$ cat src/rtl/vga_scanout_if.sv
// Video RAM read port and pixel output bundle for vga_scanout.
// master = scanout side, slave = VRAM / palette side.
interface vga_scanout_if;
   logic [19:0] vram_addr;
   logic [7:0]  vram_data;
   logic [3:0]  pix;
   logic        de;
   logic        hsync;
   logic        vsync;
   logic        pix_stb;
   logic        frame_start;

   modport master (
      output vram_addr, pix, de, hsync, vsync, pix_stb, frame_start,
      input  vram_data
   );

   modport slave (
      input  vram_addr, pix, de, hsync, vsync, pix_stb, frame_start,
      output vram_data
   );
endinterface

$ cat src/rtl/vga_scanout.sv
// 640x480@60 VGA scanout of a 4bpp VRAM (two pixels per byte) driven by a
// pixel clock enable derived from the system clock.
module vga_scanout #(
   parameter int unsigned CLKDIV = 4,
   parameter int unsigned H_ACT  = 640,
   parameter int unsigned H_FP   = 16,
   parameter int unsigned H_SYNC = 96,
   parameter int unsigned H_BP   = 48,
   parameter int unsigned V_ACT  = 480,
   parameter int unsigned V_FP   = 10,
   parameter int unsigned V_SYNC = 2,
   parameter int unsigned V_BP   = 33
) (
   input  logic          clk,
   input  logic          rst,
   input  logic          en,
   vga_scanout_if.master vif
);
   localparam int unsigned H_TOT = H_ACT + H_FP + H_SYNC + H_BP;
   localparam int unsigned V_TOT = V_ACT + V_FP + V_SYNC + V_BP;
   localparam int unsigned DW    = $clog2(CLKDIV);

   localparam logic [DW-1:0] DIV_LAST   = DW'(CLKDIV - 1);
   localparam logic [9:0]    H_LAST     = 10'(H_TOT - 1);
   localparam logic [9:0]    V_LAST     = 10'(V_TOT - 1);
   localparam logic [9:0]    H_ACT_L    = 10'(H_ACT);
   localparam logic [9:0]    V_ACT_L    = 10'(V_ACT);
   localparam logic [9:0]    V_ROW_LAST = 10'(V_ACT - 1);
   localparam logic [9:0]    HS_BEG     = 10'(H_ACT + H_FP);
   localparam logic [9:0]    HS_END     = 10'(H_ACT + H_FP + H_SYNC - 1);
   localparam logic [9:0]    VS_BEG     = 10'(V_ACT + V_FP);
   localparam logic [9:0]    VS_END     = 10'(V_ACT + V_FP + V_SYNC - 1);
   localparam logic [19:0]   ROW_BYTES  = 20'(H_ACT / 2);

   logic          run;
   logic [DW-1:0] div;
   logic [9:0]    h, v;
   logic [19:0]   row_base;
   logic          pix_ce, act_n, hs_n, vs_n, first_n;
   logic          h0_c, de_c, hs_c, vs_c, first_c, vld_c;

   always_comb begin
      run     = rst && en;
      pix_ce  = (div == DIV_LAST);
      act_n   = (h < H_ACT_L) && (v < V_ACT_L);
      hs_n    = !((h >= HS_BEG) && (h <= HS_END));
      vs_n    = !((v >= VS_BEG) && (v <= VS_END));
      first_n = (h == '0) && (v == '0);
   end

   // Raster counters; row_base tracks v*H_ACT/2 by accumulation.
   always_ff @(posedge clk) begin
      if (!run) begin
         div      <= '0;
         h        <= '0;
         v        <= '0;
         row_base <= '0;
      end else begin
         div <= pix_ce ? '0 : div + 1'b1;
         if (pix_ce) begin
            if (h == H_LAST) begin
               h <= '0;
               v <= (v == V_LAST) ? '0 : v + 1'b1;
               if (v == V_LAST)
                  row_base <= '0;
               else if (v < V_ROW_LAST)
                  row_base <= row_base + ROW_BYTES;
            end else begin
               h <= h + 1'b1;
            end
         end
      end
   end

   // Each pix_ce issues the address for (h,v) and presents the previous
   // position, whose VRAM data has been stable for CLKDIV-1 clocks.
   always_ff @(posedge clk) begin
      if (!run) begin
         vif.vram_addr   <= '0;
         vif.pix         <= '0;
         vif.de          <= 1'b0;
         vif.hsync       <= 1'b1;
         vif.vsync       <= 1'b1;
         vif.pix_stb     <= 1'b0;
         vif.frame_start <= 1'b0;
         h0_c            <= 1'b0;
         de_c            <= 1'b0;
         hs_c            <= 1'b1;
         vs_c            <= 1'b1;
         first_c         <= 1'b0;
         vld_c           <= 1'b0;
      end else begin
         vif.pix_stb     <= 1'b0;
         vif.frame_start <= 1'b0;
         if (pix_ce) begin
            if (act_n)
               vif.vram_addr <= row_base + {11'd0, h[9:1]};
            h0_c    <= h[0];
            de_c    <= act_n;
            hs_c    <= hs_n;
            vs_c    <= vs_n;
            first_c <= first_n;
            vld_c   <= 1'b1;

            vif.pix         <= de_c ? (h0_c ? vif.vram_data[7:4] : vif.vram_data[3:0]) : '0;
            vif.de          <= de_c;
            vif.hsync       <= hs_c;
            vif.vsync       <= vs_c;
            vif.pix_stb     <= vld_c;
            vif.frame_start <= vld_c && first_c;
         end
      end
   end
endmodule

$ cat src/flat_wrapper.sv
// flat-port wrapper written by rule: the top's interface ports become plain ports
module vga_scanout_flat 
#(
   parameter int unsigned CLKDIV = 4,
   parameter int unsigned H_ACT  = 640,
   parameter int unsigned H_FP   = 16,
   parameter int unsigned H_SYNC = 96,
   parameter int unsigned H_BP   = 48,
   parameter int unsigned V_ACT  = 480,
   parameter int unsigned V_FP   = 10,
   parameter int unsigned V_SYNC = 2,
   parameter int unsigned V_BP   = 33
)
  (clk, rst, en, vif_vram_addr, vif_pix, vif_de, vif_hsync, vif_vsync, vif_pix_stb, vif_frame_start, vif_vram_data);
  vga_scanout_if vif_i ();
  input  logic clk;
  input  logic rst;
  input  logic en;
  output wire logic [$bits(vif_i.vram_addr)-1:0] vif_vram_addr;
  output wire logic [$bits(vif_i.pix)-1:0] vif_pix;
  output wire logic [$bits(vif_i.de)-1:0] vif_de;
  output wire logic [$bits(vif_i.hsync)-1:0] vif_hsync;
  output wire logic [$bits(vif_i.vsync)-1:0] vif_vsync;
  output wire logic [$bits(vif_i.pix_stb)-1:0] vif_pix_stb;
  output wire logic [$bits(vif_i.frame_start)-1:0] vif_frame_start;
  input wire logic [$bits(vif_i.vram_data)-1:0] vif_vram_data;
  assign vif_vram_addr = vif_i.vram_addr;
  assign vif_pix = vif_i.pix;
  assign vif_de = vif_i.de;
  assign vif_hsync = vif_i.hsync;
  assign vif_vsync = vif_i.vsync;
  assign vif_pix_stb = vif_i.pix_stb;
  assign vif_frame_start = vif_i.frame_start;
  assign vif_i.vram_data = vif_vram_data;
  vga_scanout #(.CLKDIV(CLKDIV), .H_ACT(H_ACT), .H_FP(H_FP), .H_SYNC(H_SYNC), .H_BP(H_BP), .V_ACT(V_ACT), .V_FP(V_FP), .V_SYNC(V_SYNC), .V_BP(V_BP)) u_core (.clk(clk), .rst(rst), .en(en), .vif(vif_i));
endmodule
$ cat config.mk
export PLATFORM = sky130hd
export DESIGN_NAME = vga_scanout_flat
export DESIGN_NICKNAME = d
export VERILOG_FILES = /design/src/rtl/vga_scanout_if.sv /design/src/rtl/vga_scanout.sv /design/src/flat_wrapper.sv
export SDC_FILE = /design/constraint.sdc
export NUM_CORES = 1
export LEC_CHECK = 0
export CORE_MARGIN = 2
export CORE_UTILIZATION = 50
export CTS_CLUSTER_SIZE = 40
export DETAILED_ROUTE_END_ITERATION = 10
export HOLD_SLACK_MARGIN = 0.02
export PLACE_DENSITY = 0.85
export SLEW_MARGIN = 20
export SYNTH_ARGS = -nofsm -noshare
export SYNTH_HDL_FRONTEND = slang
export SYNTH_SLANG_ARGS = --single-unit
$ cat constraint.sdc
create_clock -name clk -period 2.2 [get_ports clk]
set_clock_uncertainty 0.15 [all_clocks]
set_input_delay 0.66 -clock clk [delete_from_list [all_inputs] [get_ports clk]]
set_output_delay 0.66 -clock clk [all_outputs]
set_load 0.01 [all_outputs]
==> results by group <==
Run status
  – Status: completed

Flow run
  – Max Cap Viol: 0

Clock network
  – TritonCTS clock tree: done
  – # H-tree levels: 3
  – TritonCTS Sinks: just over 70
  – Clk Latency, worst-skew pair: 0.35 ns
  – CTS clk-pin slew, worst paths: 0.08 ns
  – Hold-fix buffers at CTS: 0
  – CTS Buf Count: 9
  – Clock buffer depth: 2
  – Clk root buf: clkbuf_8

Pwr
  – Cell Int Power: 1.99 mW
  – Worst vdd ir: 375 µV
  – Clk pwr share: 0.460
  – Static Leak: roughly 1.4 nW
  – Sw frac: 0.207
  – Total power: 2.51 mW
  – Combinational power share: 0.026
  – P_sw: 0.520 mW
  – Sequential share of power: 0.514
  – P per Cell Area: approximately 600 nW/µm²

Synth
  – Mapped Avg Cell Area: 8.65 µm²
  – Synth unique cells: 42
  – Syn Inst Count: 381
  – Synth Cell Area: between 3000 and 4000 µm²
  – Yosys Warn Count: 0
  – Synthesis-stage register bit count: 71
  – Syn nets: about 400
  – Post-synthesis sequential area ratio: 0.431

Cells and area
  – Ant. Diodes: 0
  – Nets: 458
  – Commonest cells after routing, fill and taps aside: dfxtp_1, nand2_1, nor2_1, clkdlybuf4s50_1, a21oi_1
  – Non-Filler Instances: just over 500
  – Area growth syn-to-layout: 25.5%
  – Fillers: just under 500
  – Layout cells sized above 1: 0.115
  – Most common cell after layout, fill and taps aside: dfxtp_1

Global route
  – Congestion Overflow GR: 0
  – Overall routing resource usage: 0.219
  – Initial antenna violation count: 0
  – Largest net degree at the start of global routing: 23
  – Global-route wire length before repair: roughly 13000 µm
  – Vias in the first global route: 2870

Die
  – Starting Density: 0.519
  – Die Wd: 85.2 µm
  – # IOs: 40
  – Row count: 29
  – Die ar.: 7250 µm²
  – Die Y: roughly 85 µm
  – Core region area: 6350 µm²

Worst setup path
  – Flop2flop setup slack: 0.01 ns
  – Critical path required time: 2.32 ns
  – CP max FO: 8
  – FF-to-FF path depth: 6
  – CP max stage delay: 0.48 ns
  – Crit path kind: flip-flop to flip-flop
  – FF-to-FF End: u_core.row_base[18]
  – CP max-delay cell: or4_1
  – Worst setup SP type: flip-flop
  – Worst-path cell chain: ha_1 > and4_1 > o21ai_4 > nand3_2 > or4_1 > a21oi_1
  – Setup crit end kind: flip-flop
  – CP arrival: 2.31 ns
  – FF-to-FF Start: u_core.v[0]

STA
  – Period utilization: 0.994
  – Peak Freq: about 460 MHz
  – # setup viols final: 0
  – Fin crit period: 2.19 ns
  – WHS: around 0.29 ns
  – Final hold vios: 0
  – Max-slew violation count: 0
  – Relative slew slack: 0.605
  – Slew @ Worst Pin: 0.589 ns

Route
  – Remaining DRCs: 0
  – DRT Pass-1 Iters: 4
  – Antenna Nets Post-Route: 0
  – Initial DRC count: 144
  – Total wire length: 7690 µm
  – Drt wl/cell: ~15 µm
  – Via density: ~5.7
  – Via Count: 2949

Worst hold path
  – Hold/Removal Path Class: flip-flop to flip-flop
  – Hold path depth: 1
  – Min-Delay Endpoint: u_core.div[0]
  – Hold Crit Start: u_core.div[0]

Placement
  – Buffers on Ports: 39
  – Detail Placement HPWL: approximately 5400 µm
  – Placed cells: 499
  – Placer Congestion: 0.905
## kinds of logic after synthesis
group                      after synthesis  synth area share
AOI/OAI and AO/OA                       74             0.132
xor gates and xnor gates                30            0.0798
adders and majority gates               10            0.0380
buffers and inverters                   28            0.0353
DFF                                     71             0.431
muxes                                    7            0.0213
and+or+nand+nor                        161             0.262
## area by class of cell
cell class                      count  area (µm²)  share of cell area
Multi-Input combinational cell    283        1770               0.428
Sequential cell                    71        1420               0.344
Timing Repair Buffer               65         598               0.145
Clock buffer                       11         141              0.0342
Tap cell                           77        96.3              0.0233
Clock inverter                      5        81.3              0.0197
Inverter                            7        26.3             0.00635
## stage by stage
step	instance area [µm²]	TNS (ns)	setup slack [ns]	util
2_1_floorplan	3290	0	0.240	-
3_3_place_gp	3880	0	0.159	0.610
3_5_place_dp	3880	0	0.126	0.610
4_1_cts	4100	0	0.0951	0.646
5_1_grt	4140	-0.0329	-0.0329	0.651
6_report	4140	0	0.0124	0.651
## critical path, delay by kind of cell (launching register included)
family	cells	cell delay [ns]
compound gates	2	0.43
fa+ha+maj	1	0.24
flops	1	0.34
simple gates	3	0.95
## repair_timing
action,4_1_cts,5_1_grt
endpoints found under the setup margin,0,7
setup buffers,0,3
resized for setup,0,2
## worst max-delay path by stage
stage	startpoint	end	slack [ns]	depth (start not counted)
after floorplan	u_core.h[0]	u_core.row_base[15]	0.24	8
after global placement	rst	u_core.row_base[7]	0.16	5
after detailed placement	rst	u_core.vif.vram_addr[18]	0.13	5
after CTS	u_core.vif.vram_addr[12]	vif_vram_addr[12]	0.1	1
after global routing	u_core.v[1]	u_core.row_base[18]	-0.03	6
final	u_core.v[0]	u_core.row_base[18]	0.01	6
## Yosys cell counts, drive strengths merged
cell / instances / area, µm²
o211a: 1 / 10.0
nor3: 7 / 35.0
clkbuf: 14 / 52.6
or2: 1 / 6.26
and4b: 4 / 40.0
nor4: 2 / 27.5
and3: 7 / 45.1
xnor2: 12 / 105
xor2: 18 / 158
a211oi: 3 / 22.5
o21ai: 22 / 121
nand3: 18 / 103
dfxtp: 71 / 1420
nand2: 43 / 161
nand4b: 4 / 35.0
or4: 8 / 60.1
a21oi: 36 / 180
nor2: 39 / 146
and4: 3 / 26.3
o31ai: 8 / 60.1
mux2i: 7 / 70.1
a31o: 1 / 8.76
nor2b: 1 / 6.26
inv: 7 / 26.3
and2: 5 / 31.3
a21bo: 1 / 16.3
nand4: 8 / 50.1
buf: 7 / 37.5
or3: 4 / 25.0
nand2b: 4 / 25.0
o2111ai: 1 / 8.76
ha: 10 / 125
o22ai: 1 / 6.26
nor4b: 3 / 41.3
## power by group through the flow
stage          combinational, mW  sequential [mW]  clock, mW
3_3_place_gp              0.0635             1.32          0
5_1_grt                   0.0713             1.29       1.22
6_report                  0.0658             1.29       1.15
3_5_place_dp              0.0651             1.32          0
2_1_floorplan             0.0270             1.32          0
4_1_cts                   0.0660             1.29       1.17
## sequential cells by signal, summed over array words and instances, names as in the netlist
register and cells:
u_core.vif.vram_addr 20, u_core.row_base 14, u_core.h 10, u_core.v 10, u_core.vif.pix 4, u_core.div 2
u_core.de_c 1, u_core.first_c 1, u_core.h0_c 1, u_core.hs_c 1, u_core.vif.de 1, u_core.vif.frame_start 1
u_core.vif.hsync 1, u_core.vif.pix_stb 1, u_core.vif.vsync 1, u_core.vld_c 1, u_core.vs_c 1
## metal layers
metal | track usage | wire length, µm | vias to the layer above
li1 | - | - | 1455
met1 | 0.273 | 3470 | 1402
met2 | 0.371 | 3710 | 77
met3 | 0.0506 | 377 | 15
met4 | 0.0750 | 121 | 0
met5 | 0 | 0 | -
No activity file was read; power rests on OpenSTA's default activity.
